File: src/rtl/clint_multi_if.sv
// AXI4-Lite channel bundle (32-bit address/data) shared by the CLINT and its bus master.
interface axi_lite_if;
  logic [31:0] awaddr;
  logic        awvalid;
  logic        awready;
  logic [31:0] wdata;
  logic [3:0]  wstrb;
  logic        wvalid;
  logic        wready;
  logic [1:0]  bresp;
  logic        bvalid;
  logic        bready;
  logic [31:0] araddr;
  logic        arvalid;
  logic        arready;
  logic [31:0] rdata;
  logic [1:0]  rresp;
  logic        rvalid;
  logic        rready;

  modport slave (
    input  awaddr, awvalid, wdata, wstrb, wvalid, bready, araddr, arvalid, rready,
    output awready, wready, bresp, bvalid, arready, rdata, rresp, rvalid
  );

  modport master (
    output awaddr, awvalid, wdata, wstrb, wvalid, bready, araddr, arvalid, rready,
    input  awready, wready, bresp, bvalid, arready, rdata, rresp, rvalid
  );
endinterface

File: src/rtl/clint_multi.sv
// Multi-hart core-local interruptor: free-running 64-bit mtime, per-hart mtimecmp/msip,
// AXI4-Lite register access with independent read and write channels.
module clint_multi #(
  parameter logic [31:0] BASE_ADDR = 32'h0200_0000,
  parameter int          NUM_HARTS = 1,
  parameter int          TICK_DIV  = 1
) (
  input  logic                 clk,
  input  logic                 reset,
  axi_lite_if.slave            s,
  output logic [NUM_HARTS-1:0] mtip,
  output logic [NUM_HARTS-1:0] msip_o
);

  typedef enum logic [2:0] {K_NONE, K_MSIP, K_CMP_LO, K_CMP_HI, K_TIME_LO, K_TIME_HI} kind_t;
  typedef struct packed { kind_t kind; logic [3:0] hart; } dec_t;
  typedef enum logic       {R_IDLE, R_RESP} r_state_t;
  typedef enum logic [1:0] {W_IDLE, W_ADDR, W_DATA, W_RESP} w_state_t;

  localparam logic [1:0] OKAY   = 2'b00;
  localparam logic [1:0] SLVERR = 2'b10;

  // Unaligned, out-of-window and absent-hart addresses all decode to K_NONE.
  function automatic dec_t decode(input logic [31:0] addr);
    dec_t        d;
    logic [31:0] off;
    d.kind = K_NONE;
    d.hart = 4'd0;
    off    = addr - BASE_ADDR;
    if (addr[1:0] == 2'b00) begin
      if (off < 32'(4 * NUM_HARTS)) begin
        d.kind = K_MSIP;
        d.hart = off[5:2];
      end else if (off >= 32'h0000_4000 && off < 32'h0000_4000 + 32'(8 * NUM_HARTS)) begin
        d.kind = off[2] ? K_CMP_HI : K_CMP_LO;
        d.hart = off[6:3];
      end else if (off == 32'h0000_BFF8) begin
        d.kind = K_TIME_LO;
      end else if (off == 32'h0000_BFFC) begin
        d.kind = K_TIME_HI;
      end else begin
        d.kind = K_NONE;
      end
    end else begin
      d.kind = K_NONE;
    end
    return d;
  endfunction

  function automatic logic [31:0] merge(input logic [31:0] old, input logic [31:0] nw,
                                        input logic [3:0] strb);
    logic [31:0] res;
    for (int b = 0; b < 4; b++) res[8*b +: 8] = strb[b] ? nw[8*b +: 8] : old[8*b +: 8];
    return res;
  endfunction

  r_state_t             r_state, r_next;
  w_state_t             w_state, w_next;
  logic [31:0]          aw_addr, w_data;
  logic [3:0]           w_strb;
  logic                 commit, wr_en;
  logic [31:0]          c_addr, c_data;
  logic [3:0]           c_strb;
  dec_t                 wdec, rdec;
  logic [31:0]          rd_val;
  logic [63:0]          mtime;
  logic [15:0]          presc;
  logic                 tick;
  logic [NUM_HARTS-1:0] msip;
  logic [63:0]          mtimecmp [NUM_HARTS];

  assign s.arready = (r_state == R_IDLE);
  assign s.rvalid  = (r_state == R_RESP);
  assign s.awready = (w_state == W_IDLE) || (w_state == W_DATA);
  assign s.wready  = (w_state == W_IDLE) || (w_state == W_ADDR);
  assign s.bvalid  = (w_state == W_RESP);
  assign msip_o    = msip;
  assign tick      = (presc == 16'(TICK_DIV - 1));

  // Read address decode and data mux.
  always_comb begin
    rdec   = decode(s.araddr);
    rd_val = 32'd0;
    case (rdec.kind)
      K_MSIP:    for (int h = 0; h < NUM_HARTS; h++)
                   rd_val = (rdec.hart == 4'(h)) ? {31'd0, msip[h]} : rd_val;
      K_CMP_LO:  for (int h = 0; h < NUM_HARTS; h++)
                   rd_val = (rdec.hart == 4'(h)) ? mtimecmp[h][31:0] : rd_val;
      K_CMP_HI:  for (int h = 0; h < NUM_HARTS; h++)
                   rd_val = (rdec.hart == 4'(h)) ? mtimecmp[h][63:32] : rd_val;
      K_TIME_LO: rd_val = mtime[31:0];
      K_TIME_HI: rd_val = mtime[63:32];
      default:   rd_val = 32'd0;
    endcase
  end

  // Read FSM next state.
  always_comb begin
    r_next = r_state;
    case (r_state)
      R_IDLE:  if (s.arvalid) r_next = R_RESP; else r_next = R_IDLE;
      R_RESP:  if (s.rready)  r_next = R_IDLE; else r_next = R_RESP;
      default: r_next = R_IDLE;
    endcase
  end

  // Write FSM next state; the commit uses whichever half arrives live this cycle.
  always_comb begin
    w_next = w_state;
    commit = 1'b0;
    c_addr = aw_addr;
    c_data = w_data;
    c_strb = w_strb;
    case (w_state)
      W_IDLE: begin
        if (s.awvalid && s.wvalid) begin
          w_next = W_RESP;
          commit = 1'b1;
          c_addr = s.awaddr;
          c_data = s.wdata;
          c_strb = s.wstrb;
        end else if (s.awvalid) begin
          w_next = W_ADDR;
        end else if (s.wvalid) begin
          w_next = W_DATA;
        end else begin
          w_next = W_IDLE;
        end
      end
      W_ADDR: begin
        if (s.wvalid) begin
          w_next = W_RESP;
          commit = 1'b1;
          c_data = s.wdata;
          c_strb = s.wstrb;
        end else begin
          w_next = W_ADDR;
        end
      end
      W_DATA: begin
        if (s.awvalid) begin
          w_next = W_RESP;
          commit = 1'b1;
          c_addr = s.awaddr;
        end else begin
          w_next = W_DATA;
        end
      end
      W_RESP:  if (s.bready) w_next = W_IDLE; else w_next = W_RESP;
      default: w_next = W_IDLE;
    endcase
    wdec  = decode(c_addr);
    wr_en = commit && (wdec.kind != K_NONE) && (c_strb != 4'd0);
  end

  // Bus-side state: FSMs, captured AW/W halves and registered responses.
  always_ff @(posedge clk) begin
    if (reset) begin
      r_state <= R_IDLE;
      w_state <= W_IDLE;
      s.rdata <= 32'd0;
      s.rresp <= OKAY;
      s.bresp <= OKAY;
      aw_addr <= 32'd0;
      w_data  <= 32'd0;
      w_strb  <= 4'd0;
    end else begin
      r_state <= r_next;
      w_state <= w_next;
      if (r_state == R_IDLE && s.arvalid) begin
        s.rdata <= rd_val;
        s.rresp <= (rdec.kind == K_NONE) ? SLVERR : OKAY;
      end
      if (w_state == W_IDLE && s.awvalid) aw_addr <= s.awaddr;
      if (w_state == W_IDLE && s.wvalid) begin
        w_data <= s.wdata;
        w_strb <= s.wstrb;
      end
      if (commit) s.bresp <= (wdec.kind == K_NONE) ? SLVERR : OKAY;
    end
  end

  // Timer, compare registers and interrupt outputs; a bus write to mtime wins over the tick.
  always_ff @(posedge clk) begin
    if (reset) begin
      presc <= 16'd0;
      mtime <= 64'd0;
      msip  <= '0;
      mtip  <= '0;
      for (int h = 0; h < NUM_HARTS; h++) mtimecmp[h] <= 64'hFFFF_FFFF_FFFF_FFFF;
    end else begin
      presc <= tick ? 16'd0 : presc + 16'd1;
      if (wr_en && wdec.kind == K_TIME_LO)      mtime[31:0]  <= merge(mtime[31:0], c_data, c_strb);
      else if (wr_en && wdec.kind == K_TIME_HI) mtime[63:32] <= merge(mtime[63:32], c_data, c_strb);
      else if (tick)                            mtime        <= mtime + 64'd1;
      for (int h = 0; h < NUM_HARTS; h++) begin
        mtip[h] <= (mtime >= mtimecmp[h]);
        if (wr_en && wdec.hart == 4'(h)) begin
          if (wdec.kind == K_MSIP && c_strb[0]) msip[h] <= c_data[0];
          if (wdec.kind == K_CMP_LO) mtimecmp[h][31:0]  <= merge(mtimecmp[h][31:0], c_data, c_strb);
          if (wdec.kind == K_CMP_HI) mtimecmp[h][63:32] <= merge(mtimecmp[h][63:32], c_data, c_strb);
        end
      end
    end
  end

endmodule
File: src/flat_wrapper.sv
// flat-port wrapper written by rule: the top's interface ports become plain ports
module clint_multi_flat 
#(
  parameter logic [31:0] BASE_ADDR = 32'h0200_0000,
  parameter int          NUM_HARTS = 1,
  parameter int          TICK_DIV  = 1
)
  (clk, reset, mtip, msip_o, s_awaddr, s_awvalid, s_wdata, s_wstrb, s_wvalid, s_bready, s_araddr, s_arvalid, s_rready, s_awready, s_wready, s_bresp, s_bvalid, s_arready, s_rdata, s_rresp, s_rvalid);
  axi_lite_if s_i ();
  input  logic clk;
  input  logic reset;
  output logic [NUM_HARTS-1:0] mtip;
  output logic [NUM_HARTS-1:0] msip_o;
  input wire logic [$bits(s_i.awaddr)-1:0] s_awaddr;
  input wire logic [$bits(s_i.awvalid)-1:0] s_awvalid;
  input wire logic [$bits(s_i.wdata)-1:0] s_wdata;
  input wire logic [$bits(s_i.wstrb)-1:0] s_wstrb;
  input wire logic [$bits(s_i.wvalid)-1:0] s_wvalid;
  input wire logic [$bits(s_i.bready)-1:0] s_bready;
  input wire logic [$bits(s_i.araddr)-1:0] s_araddr;
  input wire logic [$bits(s_i.arvalid)-1:0] s_arvalid;
  input wire logic [$bits(s_i.rready)-1:0] s_rready;
  output wire logic [$bits(s_i.awready)-1:0] s_awready;
  output wire logic [$bits(s_i.wready)-1:0] s_wready;
  output wire logic [$bits(s_i.bresp)-1:0] s_bresp;
  output wire logic [$bits(s_i.bvalid)-1:0] s_bvalid;
  output wire logic [$bits(s_i.arready)-1:0] s_arready;
  output wire logic [$bits(s_i.rdata)-1:0] s_rdata;
  output wire logic [$bits(s_i.rresp)-1:0] s_rresp;
  output wire logic [$bits(s_i.rvalid)-1:0] s_rvalid;
  assign s_i.awaddr = s_awaddr;
  assign s_i.awvalid = s_awvalid;
  assign s_i.wdata = s_wdata;
  assign s_i.wstrb = s_wstrb;
  assign s_i.wvalid = s_wvalid;
  assign s_i.bready = s_bready;
  assign s_i.araddr = s_araddr;
  assign s_i.arvalid = s_arvalid;
  assign s_i.rready = s_rready;
  assign s_awready = s_i.awready;
  assign s_wready = s_i.wready;
  assign s_bresp = s_i.bresp;
  assign s_bvalid = s_i.bvalid;
  assign s_arready = s_i.arready;
  assign s_rdata = s_i.rdata;
  assign s_rresp = s_i.rresp;
  assign s_rvalid = s_i.rvalid;
  clint_multi #(.BASE_ADDR(BASE_ADDR), .NUM_HARTS(NUM_HARTS), .TICK_DIV(TICK_DIV)) u_core (.clk(clk), .reset(reset), .s(s_i), .mtip(mtip), .msip_o(msip_o));
endmodule
File: config.mk
export PLATFORM = sky130hd
export DESIGN_NAME = clint_multi_flat
export DESIGN_NICKNAME = d
export VERILOG_FILES = /design/src/rtl/clint_multi_if.sv /design/src/rtl/clint_multi.sv /design/src/flat_wrapper.sv
export SDC_FILE = /design/constraint.sdc
export NUM_CORES = 1
export LEC_CHECK = 0
export ABC_AREA = 1
export CAP_MARGIN = 10
export CORE_MARGIN = 8
export CORE_UTILIZATION = 40
export CTS_BUF_LIST = sky130_fd_sc_hd__clkbuf_8
export DETAILED_ROUTE_END_ITERATION = 8
export RECOVER_POWER = 50
export SYNTH_ARGS = -nofsm -noshare
export SYNTH_HDL_FRONTEND = slang
export SYNTH_SLANG_ARGS = --single-unit
File: constraint.sdc
create_clock -name clk -period 4.49 [get_ports clk]
set_clock_uncertainty 0.1 [all_clocks]
set_input_delay 0.6735 -clock clk [delete_from_list [all_inputs] [get_ports clk]]
set_output_delay 0.6735 -clock clk [all_outputs]
set_load 0.01 [all_outputs]
### Word-level counts from Yosys, hierarchy flattened

Memory sizes are Yosys's and may differ from the RTL's.
Cells that the tools add are included.

* RAM bits: 64
* memories: 1
* register bits: 189

Memories
* u_core.mtimecmp: words 1, bits a word 64, read ports 1, clocked after memory_dff 0, wr ports 1, RTL line clint_multi.sv:70 `logic [63:0] mtimecmp [NUM_HARTS];`

* muxes and demuxes: 75
* bitwise logic cells: 2
* reduce and logical (&&, ||, !) cells: 38
* eq/ne operators: 26
* add/subtract/negate cells: 4
* magnitude comparators: 7

Operator list (number)
* $mux 32: 9
* $mux 64: 3
* $pmux 32 s5: 1
* $eq 32x16->1 const B: 4
* $pmux 32 s2: 2
* $reduce_or 64->1: 2
* $mux 8: 12
* $add 64x1->64 const B: 1
* $ge 32x15->1 const B: 2
* $ge 64x64->1: 1
* $lt 32x15->1 const B: 2
* $lt 32x3->1 const B: 2
* $sub 32x26->32 const B: 2
* $mux 3: 8
* $mux 4: 6
* $reduce_and 3->1: 8
* $mux 1: 19
* $mux 2: 9
* $ne 2x1->1 const B: 9
* $add 16x1->16 const B: 1
* $logic_not 16->1: 1
* $mux 7: 2
* $eq 3x2->1 const B: 4
* $eq 3x3->1 const B: 4
* other kinds (18): 38

### Depth between registers and ports, before layout

* word-level depth: 20
* depth in mapped cells: 26
* gate-level depth less buffers: 24

### Least setup slack after synthesis

Ideal clock, no wire load.

* kind: input port to flip-flop
* start: input port s_awvalid
* end: memory u_core.mtimecmp[0][56], enable pin
* slack: 0.550 ns
* setup time: 0.384 ns
* buffers on the path: 0
* arrival: 3.456 ns
* required time: 4.006 ns
* cell stages on the path: 20
* cells stage by stage: inv_2 nor2_4 nand2_4 nand2_1 nand2_2 ha_1 nand3_1 nor2_1 nand2_1 nor2_1 nand2_1 nor2_4 nand3_1 nand2_2 nand2_4 a21oi_4 nand2_1 nor2_1 nand2_1 o21ai_0

* longest elaborated chain between the ends: 20
* elaborated cells between the ends (all ways): 45
* those cells by class: add/sub (1); order compare (3); eq/ne (4); mux (26); reduce/logical (11)

RTL lines
* start, declared: RTL line flat_wrapper.sv:15 `input wire logic [$bits(s_i.awvalid)-1:0] s_awvalid;`
* parallel branches: the longest is 19 deep, another holds $sub 32x26->32
* $mux 2 (no line) (*)
* end, declared: RTL line clint_multi.sv:70

Every way passes the cells marked *.

### Worst setup path in the final report

* start: input port s_awvalid
* end: memory u_core.mtimecmp[0][51], enable pin

The elaborated chain is that of the path after synthesis.

==> summary.txt <==
Clock tree
  • Gates resized, CTS repair: 0
  • Post CTS Setup Buffer Count: 0
  • Clock Tree Root: clkbuf_8
  • Skew-Pair Late Insertion Delay: 0.63 ns
  • Reg clk slew, reported paths: 0.06 ns
  • Clock Path Buffers: 3
  • CTS tree: yes
  • CTS hold repair buffers: 0
  • TritonCTS Sinks: 251
  • Total clock buffers created by CTS: 47
  • H-tree depth: 2

Timing
  • RSZ-0062 raised after global routing: no
  • FMAX: 242 MHz
  • Worst Max-Slew Pin Slew: 2.78 ns
  • Worst Slack Setup Final: 0.364 ns
  • Fin. Hold Viols: 0
  • Fin crit share: 0.919
  • Max Slew Vio Count: 89
  • Setup violators final: 0
  • Post-route minimum period: 4.13 ns
  • Slew margin rel.: -0.856

Global route
  • Total congestion overflow: 0
  • Initial antenna violation count: 0
  • Vias in the first global route: 15500
  • Overall routing resource usage: 0.235
  • Pin count of the biggest net entering global routing: 89
  • First-pass GRT wire length: 87.6 mm

Yosys
  • Cell taking the most area after synthesis: dfxtp_1
  • Netlist cell types: 52
  • Mapped cell area: 16100 µm²
  • Cells taking the most area after synthesis: dfxtp_1, nand2_1, edfxtp_1
  • Synth Area per Inst: 6.68 µm²
  • Async SR Flop Fraction: 0
  • Top_reg_cell synth: dfxtp_1
  • Register area share after synthesis: 0.352
  • Synthesized instance count: 2411
  • Number of synthesized flops with an enable pin: 64
  • Area share of the largest cell type after synthesis: 0.232
  • Number of synthesis warnings: 0
  • Number of synthesized register bits: 251

Drt
  • Residual DRC: 0
  • Vias: 16500
  • Post-DR wirelength/cell: 18.1 µm
  • Via/cell ratio: 5.27
  • Drt initial violations: 1776
  • Antenna Nets Post-Route: 0
  • Routed WL: 56.6 mm
  • Detailed Routing Iterations Pass 1: 6

Die
  • Die Ht: 217 µm
  • Die ar.: 47000 µm²
  • IO Pins: 150
  • Num rows: 73
  • Core Region: 39700 µm²
  • Die Wd: 217 µm
  • Initial Util: 0.406

Power
  • Logic pwr share: 0.118
  • Design Power: 5.52 mW
  • Internal power: 4.03 mW
  • Switching part of the total: 0.270
  • Sequential power share: 0.435
  • Lkg Pwr: 9.09 nW
  • Worst VDD drop: 0.000213 V
  • Cell Pwr Density: 285 nW/µm²
  • Switching pwr: 1.49 mW
  • Clock power frac: 0.447

Final layout
  • Layout cell share with drive strength beyond 1: 0.0686
  • Ant diodes: 0
  • # nets final: 2746
  • Area grow syn2layout: 20.2%

Placed design
  • GPL Wtd Cong: 1.01
  • PortBufs: 147
  • Pre-CTS setup slack: -0.157 ns
  • Post-DP HPWL: 43.7 mm

Worst setup path
  • Worst EP required: 4.73 ns
  • Worst-path fanout max: 35
  • R2R depth: 14
  • Flop2flop setup slack: 0.48 ns
  • Worst Path Arrival: 4.36 ns
  • RR Endpoint: u_core.mtime[51]
  • Worst r2r src: u_core.mtime[1]
  • WS Path Type: in2reg
  • CP Capture Type: flop
  • Worst Setup Start Kind: primary input

Worst hold path
  • Worst hold stages: 1
  • Hold EP: u_core.presc[0]
  • Critical hold path startpoint: u_core.presc[0]
  • Type of the tightest min-delay check: reg2reg

Flow run
  • Max-Cap Viols: 1

Status
  • Violated checks: capacitance limit, slew limit
  • Outcome: finished with violations
-- cells in the final DEF (no fill, tap or decap), drive strengths merged, types with 22 or more instances in the layout --
master,count
nand2,526
inv,354
nor2,290
o21ai,257
dfxtp,187
a21oi,178
nand3,132
clkdlybuf4s50,104
ha,69
clkbuf,67
edfxtp,64
nand4,62
buf,61
nor3,54
xor2,52
dlygate4sd3,42
o22ai,24
nor4,22
-- metal layers --
metal,global-route usage,vias up,part of all wire,wire length (µm)
met3,0.0558,91,0.094,5300
met4,0.0733,0,0.026,1460
met1,0.333,7535,0.46,26300
met2,0.346,656,0.42,23500
li1,-,8227,-,-
met5,0,-,0,0
-- synthesized netlist by cell type, drive strengths merged (5+ instances only) --
master,count
nor2,290
xor2,52
ha,69
clkbuf,76
dfxtp,187
nand3,132
nor3,54
nor3b,5
a21oi,178
nand4,62
o22ai,24
edfxtp,64
nor4,22
or2,8
inv,338
buf,30
o21ai,257
nand2,526
-- area by class of cell --
class	count	area, µm²
clock buffer	59	812
clock inverter	29	233
inverter	341	1280
timing repair buffer	215	1990
multi-input combinational	1714	8720
fill	4143	20400
tap	525	657
sequential	251	5670
-- critical path, cell delays in order --
cell	delay [ns]
clkdlybuf4s50_1	0.53
inv_2	0.08
nor2_4	0.16
nand2_4	0.10
nand2_1	0.08
nand2_2	0.10
ha_1	0.34
nand3_1	0.09
nor2_1	0.11
nand2_1	0.05
nor2_1	0.09
nand2_1	0.10
nor2_4	0.15
nand3_1	0.10
nand2_2	0.12
clkbuf_2	0.57
nand2_1	0.29
o21ai_0	0.36
buf_4	0.25
-- state kept, by name (all words and copies together) (netlist names), 2 cells and up --
signal / count
u_core.w_data: 32
u_core.mtimecmp: 64
u_core.presc: 16
u_core.w_strb: 4
u_core.w_state: 2
u_core.aw_addr: 32
u_core.s.rdata: 32
u_core.mtime: 64
-- power by group through the flow --
stage | combinational (mW) | clock (mW) | sequential (mW)
after floorplan | 0.371 | 0 | 2.44
after global placement | 0.638 | 0 | 2.44
after detailed placement | 0.648 | 0 | 2.45
after CTS | 0.651 | 2.52 | 2.40
after global routing | 0.727 | 2.62 | 2.40
final | 0.651 | 2.47 | 2.40
-- how the worst max path moves through the flow --
stage	startpoint	end	slack, ns	depth (start not counted)
after detailed placement	s_awvalid	u_core.mtimecmp[0][54]	-0.16	22
after global routing	s_awvalid	u_core.mtimecmp[0][55]	0.06	19
after CTS	s_awvalid	u_core.mtimecmp[0][54]	0.49	22
after floorplan	s_awvalid	u_core.mtimecmp[0][56]	0.55	20
after global placement	s_awvalid	u_core.mtimecmp[0][50]	-0.09	22
final	s_awvalid	u_core.mtimecmp[0][51]	0.36	19
-- cells by family (layout without fill, tap and decap cells) --
group / Yosys count / count (layout) / share of synthesized area
XOR/XNOR: 55 / 55 / 0.0299
adder cells (fa/ha/maj): 69 / 69 / 0.0536
multiplexers: 3 / 3 / 0.00186
other: 1 / 2 / 0.000233
AND/OR/NAND/NOR: 1104 / 1104 / 0.297
AO/OA/AOI/OAI: 481 / 481 / 0.157
buffers and inverters: 447 / 644 / 0.108
flip-flops: 251 / 251 / 0.352
-- metrics by stage --
step | cells | utilization | cell area (µm²) | TNS [ns] | hold WS (ns)
detailed placement | 3046 | 0.462 | 18400 | -1.31 | 0.337
floorplan | 2412 | - | 16100 | 0 | 0.317
CTS | 3134 | 0.488 | 19400 | 0 | 0.345
global placement | 3046 | 0.462 | 18400 | -0.716 | 0.334
global route | 3134 | 0.487 | 19400 | 0 | 0.367
finish | 3134 | 0.487 | 19400 | 0 | 0.342
No activity file was read; power rests on OpenSTA's default activity.
